$ cat src/rtl/timer_control_pkg.sv
// Shared state encodings and terminal-count constants for the timer control path.
package timer_control_pkg;

    typedef enum logic [2:0] {
        ST_IDLE  = 3'b000,
        ST_RUN   = 3'b001,
        ST_PAUSE = 3'b010,
        ST_DONE  = 3'b011
    } state_t;

    localparam logic [15:0] TERM_UP = 16'h9999;
    localparam logic [15:0] TERM_DN = 16'h0000;

    // digits packed thousands..ones; down selects the count-down terminal
    function automatic logic is_terminal(input logic down, input logic [15:0] digits);
        return digits == (down ? TERM_DN : TERM_UP);
    endfunction

endpackage

$ cat src/rtl/btn_conditioner.sv
// Purpose: synchronize and debounce one raw push-button, emit a one-cycle press pulse.
// Latency: press_p high in the cycle after edge E+1+DB_CYCLES for an input rising before edge E.
// Backpressure: none; free-running, a press is never held off or queued.
module btn_conditioner #(
    parameter int DB_CYCLES = 4
) (
    input  logic clk,
    input  logic rst,
    input  logic btn_in,
    output logic press_p
);

    localparam int CW = (DB_CYCLES > 1) ? $clog2(DB_CYCLES) : 1;
    localparam logic [CW-1:0] CNT_MAX = CW'(DB_CYCLES - 1);

    logic          sync1;
    logic          sync2;
    logic          level;
    logic [CW-1:0] cnt;

    always_ff @(posedge clk) begin
        if (rst) begin
            sync1   <= 1'b0;
            sync2   <= 1'b0;
            level   <= 1'b0;
            cnt     <= '0;
            press_p <= 1'b0;
        end else begin
            sync1   <= btn_in;
            sync2   <= sync1;
            press_p <= 1'b0;
            if (sync2 == level) begin
                cnt <= '0;
            end else if (cnt == CNT_MAX) begin
                // accept the new level; only a rising acceptance is a press
                level   <= sync2;
                cnt     <= '0;
                press_p <= sync2;
            end else begin
                cnt <= cnt + CW'(1);
            end
        end
    end

endmodule

$ cat src/rtl/timer_control.sv
// Purpose: button conditioning, run/pause/done life-cycle and terminal detect driving time_count.
// Latency: state registered, changes one edge after a press pulse, terminal or mode change.
// Backpressure: none; presses arriving in states that ignore them are dropped.
module timer_control #(
    parameter int DB_CYCLES = 4
) (
    input  logic       clk,
    input  logic       rst,
    input  logic       btn_ss,
    input  logic       btn_clr,
    input  logic [1:0] m,
    input  logic [3:0] time0,
    input  logic [3:0] time1,
    input  logic [3:0] time2,
    input  logic [3:0] time3,
    output logic [2:0] state,
    output logic       run_led,
    output logic       done_led
);

    import timer_control_pkg::*;

    logic       ss_p;
    logic       clr_p;
    logic [1:0] m_q;
    logic       mode_chg;
    logic       terminal;
    state_t     state_q;
    state_t     state_nxt;

    btn_conditioner #(.DB_CYCLES(DB_CYCLES)) u_ss (
        .clk     (clk),
        .rst     (rst),
        .btn_in  (btn_ss),
        .press_p (ss_p)
    );

    btn_conditioner #(.DB_CYCLES(DB_CYCLES)) u_clr (
        .clk     (clk),
        .rst     (rst),
        .btn_in  (btn_clr),
        .press_p (clr_p)
    );

    assign mode_chg = (m != m_q);
    assign terminal = (state_q == ST_RUN) && is_terminal(m[1], {time3, time2, time1, time0});

    // priority: mode change, clear, terminal, start/stop
    always_comb begin
        state_nxt = state_q;
        if (mode_chg) begin
            state_nxt = ST_IDLE;
        end else begin
            case (state_q)
                ST_IDLE:  if (!clr_p && ss_p) state_nxt = ST_RUN;
                ST_RUN: begin
                    if (clr_p)         state_nxt = ST_IDLE;
                    else if (terminal) state_nxt = ST_DONE;
                    else if (ss_p)     state_nxt = ST_PAUSE;
                end
                ST_PAUSE: begin
                    if (clr_p)     state_nxt = ST_IDLE;
                    else if (ss_p) state_nxt = ST_RUN;
                end
                ST_DONE:  if (clr_p || ss_p) state_nxt = ST_IDLE;
                default:  state_nxt = ST_IDLE;
            endcase
        end
    end

    // LEDs registered alongside the state so they track it with no extra delay
    always_ff @(posedge clk) begin
        if (rst) begin
            state_q  <= ST_IDLE;
            run_led  <= 1'b0;
            done_led <= 1'b0;
            m_q      <= m;
        end else begin
            state_q  <= state_nxt;
            run_led  <= (state_nxt == ST_RUN);
            done_led <= (state_nxt == ST_DONE);
            m_q      <= m;
        end
    end

    assign state = state_q;

endmodule

$ cat config.mk
export PLATFORM = sky130hd
export DESIGN_NAME = timer_control
export DESIGN_NICKNAME = d
export VERILOG_FILES = /design/src/rtl/timer_control_pkg.sv /design/src/rtl/btn_conditioner.sv /design/src/rtl/timer_control.sv
export SDC_FILE = /design/constraint.sdc
export NUM_CORES = 1
export LEC_CHECK = 0
export ABC_AREA = 1
export CORE_MARGIN = 8
export CORE_UTILIZATION = 43
export CTS_BUF_LIST = sky130_fd_sc_hd__clkbuf_16
export CTS_CLUSTER_DIAMETER = 30
export DETAILED_ROUTE_END_ITERATION = 16
export PLACE_DENSITY = 0.84
export SLEW_MARGIN = 20
export SYNTH_ARGS = -nofsm -noshare
export SYNTH_HDL_FRONTEND = slang
export SYNTH_SLANG_ARGS = --single-unit
$ cat constraint.sdc
create_clock -name clk -period 1.65 [get_ports clk]
set_clock_uncertainty 0.2 [all_clocks]
set_input_delay 0.165 -clock clk [delete_from_list [all_inputs] [get_ports clk]]
set_output_delay 0.165 -clock clk [all_outputs]
set_load 0.02 [all_outputs]
Word-level counts from Yosys, hierarchy flattened
Cells that the tools add are included.
{"block": "word_totals", "reg_bits": 19, "inputBits": 22, "wordCells": 52}
{"block": "op_classes", "add_sub_neg": 2, "eq_ne": 11, "mux": 10, "bitwise_logic": 4, "reduce_logical": 11}
{"cell": "two-way mux 3 bit", "count": 8}
{"cell": "== test 16 bit", "count": 1}
{"cell": "two-way mux 16 bit", "count": 1}
{"cell": "case mux 3 bit (4 select lines)", "count": 1}
{"cell": "OR reduction 3 bit", "count": 4}
{"cell": "== test 3 x 2 -> 1 bit (second input constant)", "count": 3}
{"cell": "== test 3 x 1 -> 1 bit (second input constant)", "count": 2}
{"cell": "adder 2 x 1 -> 2 bit (second input constant)", "count": 2}
{"cell": "== test 2 bit (second input constant)", "count": 2}
{"cell": "inverter 1 bit", "count": 4}
{"cell": "AND reduction 2 bit", "count": 2}
{"cell": "logical NOT 3 bit", "count": 1}
{"cell": "== test 1 bit", "count": 2}
{"cell": "logical AND 1 bit", "count": 2}
{"cell": "!= test 2 bit", "count": 1}
{"cell": "logical NOT 1 bit", "count": 1}
{"cell": "logical OR 1 bit", "count": 1}

Longest topological paths before layout
{"block": "depth", "word_depth": 8, "depth_mapped": 11, "depth_no_buf": 11}

By module
A second synthesis with hierarchy kept.
{"block": "hier_totals", "cells_unflattened": 120, "hier_area_um2": 835.8}
{"module": "btn_conditioner", "n_inst": 2, "cells_each": 25, "area_per_inst_um2": 212.7, "seq_area_each_um2": 120.1}
{"module": "timer_control", "n_inst": 1, "cells_each": 70, "area_per_inst_um2": 410.4, "seq_area_each_um2": 140.1}

Worst setup path after synthesis
OpenSTA, ideal clock, no wires.
{"block": "synth_path", "kind": "reg-to-reg", "from": "register state_q[1], in the netlist state[1]", "to": "register done_led", "setup_time_ps": 64, "arrival_time_ps": 1030, "path_slack_ps": 356, "path_stages_with_launch": 10, "path_buffers": 0, "cell_sequence": "dfxtp_1 > nor2_1 > nand2_1 > nor2_1 > nand3_1 > nand2_1 > nand2_1 > nand2_1 > inv_1 > nor2_1"}
{"block": "synth_between", "elab_chain_len": 7, "elab_cells_between_ends": 15, "cone_classes": "4 x eq/ne; 9 x mux; 2 x reduce/logical"}
{"item": "from (decl)", "line": "timer_control.sv:28", "rtl": "state_t state_q;"}
{"item": "from (signal assigned)", "line": "timer_control.sv:79", "rtl": "state_q <= state_nxt;"}
{"item": "== test 3 x 1 -> 1 bit", "line": "timer_control.sv:46, timer_control.sv:54"}
{"item": "logical AND 1 bit", "line": "timer_control.sv:46", "rtl": "assign terminal = (state_q == ST_RUN) && is_terminal(m[1], {time3, time2, time1, time0});"}
{"item": "two-way mux 3 bit", "line": "timer_control.sv:58", "rtl": "else if (terminal) state_nxt = ST_DONE;"}
{"item": "two-way mux 3 bit", "line": "timer_control.sv:57", "rtl": "if (clr_p) state_nxt = ST_IDLE;"}
{"item": "case mux 3 bit (4 select lines) (*)", "line": "timer_control.sv:54", "rtl": "case (state_q)"}
{"item": "two-way mux 3 bit (*)", "line": "timer_control.sv:51", "rtl": "if (mode_chg) begin"}
{"item": "== test 3 x 2 -> 1 bit (*)", "line": "timer_control.sv:81", "rtl": "done_led <= (state_nxt == ST_DONE);"}
{"item": "to (signal assigned)", "line": "timer_control.sv:81"}
{"item": "to (decl)", "line": "timer_control.sv:18", "rtl": "output logic done_led"}
Mark *: on every way between the ends. The rest lies on a longest branch, timed or not.
A chain may end at the register's enable or synchronous reset.

Worst setup path after layout
{"block": "layout_path", "from": "register done_led", "to": "output port done_led"}
No word-level cell between the ends.

==> flow_metrics.py <==
metrics = {
    "sta": {
        "setup_tns_ps": 0,
        "hold_viol_final": 0,
        "max_freq_mhz": 659,
        "period_share_pct": 92.0,
        "drv_slew": 0,
        "finalCriticalPeriod_ps": 1520,
        "rsz0062_at_grt": "false",
        "hold_ws_ps": 205,
        "setup_viol": 0,
    },
    "power_and_ir_drop": {
        "peakVddDrop_mv": 0.841,
        "p_leak_nw": 0.602,
        "power_density_nw_per_um2": 887,
    },
    "final_layout": {
        "layout-drive-gt1-share_pct": 5.48,
        "syn2layout_area_growth_pct": 46.2,
        "n_antenna_cell": 0,
        "layout.nets": 171,
    },
    "setup_path": {
        "regToRegStartpoint": "state[1]",
        "arrival_ps": 1150,
        "crit_family": "buffers and inverters",
        "cp-start-kind": "register",
        "cp_max_fo": 1,
        "max_stage_delay_ps": 600,
        "rr_worst_depth": 9,
        "ff2ff_setup_slack_ps": 320,
        "end_kind": "output port",
        "crit_buf_inv": 1,
        "worst-setup-path-type": "reg -> out",
        "worstPathRequired_ps": 1280,
        "cp_slowest_cell": "clkdlybuf4s50_1",
        "path_cells": "clkdlybuf4s50_1",
        "reg2reg_to": "done_led",
    },
    "logic_synthesis": {
        "synthFlopType": "dfxtp_1",
        "yosys-top-cells-area": "dfxtp_1 47%, nand2_1 13%, nor2_1 12%, inv_1 10%, ha_1 3.1%",
        "seq_area_frac_synth_pct": 46.7,
        "synth_top_area_cell": "dfxtp_1",
        "yosys.cell_types.count": 20,
        "synthArstFlopShare_pct": 0,
        "synth_common_cells": "29 x nand2_1, 27 x nor2_1, 22 x inv_1",
        "synth_nets": 140,
        "synth_seq_cells": 19,
        "ys_warn_count": 0,
        "syn-cell-area_um2": 815,
        "synth_edf_count": 0,
        "synth.most_common_cell": "nand2_1",
        "synth_top_area_share_pct": 46.7,
        "postSynthCellCount": 116,
        "post_synth.cell_area_avg_um2": 7.02,
    },
    "global_routing": {
        "grt.overflow.total": 0,
        "grt_pass1_wl_mm": 3.10,
        "grt_max_degree": 11,
        "grt_pass1_vias": 768,
        "grtUsageTotal_pct": 11.7,
        "antenna_found_initial": 0,
    },
    "placement": {
        "gp_congestion": 0.736,
        "hpwl_mm": 1.46,
        "port_buffers": 26,
    },
    "die": {
        "rows": 15,
        "ioPinCount": 27,
        "dieArea_um2": 3540,
        "coreArea_um2": 1760,
        "initial_utilization_pct": 46.2,
        "die_x_um": 59.5,
        "die_h_um": 59.5,
    },
    "flow_run": {
        "max-cap-violations": 0,
    },
    "route": {
        "wire_per_inst_um": 10.5,
        "drt_pass1_iterations": 3,
        "routed_wl_mm": 1.80,
        "drt_iter0_drc": 14,
        "vias": 772,
        "ant_nets": 0,
        "route.detailed.drc": 0,
        "post_drt_via_cell_ratio": 4.51,
    },
    "clocking": {
        "cts_tree": "done",
        "htree_num_levels": 1,
        "numCtsBuffers": 3,
        "path_clk_slew_ps": 50,
        "post-cts-setup-buffers": 0,
        "clock_path_buffers": 2,
        "clock-root-buffer": "clkbuf_16",
        "clock-sinks": 19,
        "clock_latency_ps": 250,
    },
    "min_path": {
        "min_to": "u_ss.sync2",
        "hold_depth": 2,
        "worstHoldPathType": "reg -> reg",
        "hold_start": "u_ss.sync1",
    },
    "outcome": {
        "outcome": "complete, no violations",
    },
}
-- cells in the final DEF, fill, tap and decap left out, drive strengths merged, types with 2 or more instances in the layout --
| master | instances |
|---|---|
| nand2 | 30 |
| clkbuf | 3 |
| clkdlybuf4s50 | 23 |
| inv | 23 |
| ha | 2 |
| nand3 | 3 |
| dlymetal6s2s | 2 |
| dfxtp | 19 |
| nor4 | 2 |
| nor2 | 27 |
-- metal layers --
metal / vias up / global-route usage (%) / wire length, um
li1: 402 / - / -
met1: 339 / 9.99 / 712
met2: 22 / 20.2 / 895
met3: 9 / 5.21 / 119
met4: 0 / 9.86 / 76
met5: - / 0 / 0
-- where the power goes --
group	switching, W	total, W	internal [W]
Sequential	0.00000547	0.000475	0.000469
Clock	0.000164	0.000486	0.000322
Combinational	0.0000338	0.0000957	0.0000618
Total	0.000203	0.00106	0.000853
-- what timing repair did --
| item | 4_1_cts | 5_1_grt |
|---|---|---|
| gates resized for setup | 1 | 2 |
| endpoints found under the setup margin | 1 | 2 |
| hold buffers | 0 | 0 |
| pin swaps | 0 | 0 |
-- registers in the layout, indices dropped and copies added, names as in the netlist --
register       cells
state              3
u_ss.sync2         1
m_q                2
run_led            1
done_led           1
u_clr.press_p      1
u_ss.level         1
u_clr.sync1        1
u_clr.level        1
u_ss.cnt           2
u_clr.sync2        1
u_clr.cnt          2
u_ss.sync1         1
u_ss.press_p       1
-- cell families after synthesis --
group	after synthesis	share of synthesized area, %
AO/OA/AOI/OAI	4	3.84
buffers and inverters	23	10.8
other	1	0.460
flip-flops	19	46.7
AND/OR/NAND/NOR	65	33.0
XOR/XNOR	2	2.15
adder cells (fa/ha/maj)	2	3.07
-- through the flow --
stage          worst slack [ps]  utilization (%)  cell area (um2)  total power (W)  instances
6_report                    132             67.5             1190          0.00106        171
5_1_grt                    80.5             67.5             1190          0.00109        171
4_1_cts                    15.9             67.2             1190          0.00106        171
3_5_place_dp               22.5             62.8             1110         0.000582        167
3_3_place_gp               35.9             62.8             1110         0.000578        167
2_1_floorplan               356                -              815         0.000518        116
-- layout make-up --
| class | count | area (um2) |
|---|---|---|
| Fill cell | 157 | 573 |
| Sequential cell | 19 | 380 |
| Tap cell | 25 | 31.3 |
| Inverter | 22 | 82.6 |
| Clock inverter | 1 | 3.75 |
| Clock buffer | 3 | 75.1 |
| Timing Repair Buffer | 27 | 272 |
| Multi-Input combinational cell | 74 | 347 |
-- tightest hold or removal path, delay by kind of cell, from the launching register on --
family	cells	cell delay, ps
DFF	1	290
buffers and inverters	1	40
and+or+nand+nor	1	30
-- how the worst max path moves through the flow --
stage | start | end | cells past startpoint
finish | done_led | done_led | 1
global route | done_led | done_led | 1
CTS | state[0] | state[0] | 1
detailed placement | m[1] | state[1] | 5
global placement | m[1] | state[1] | 5
floorplan | state[1] | done_led | 9
(Power assumes the default switching activity.)
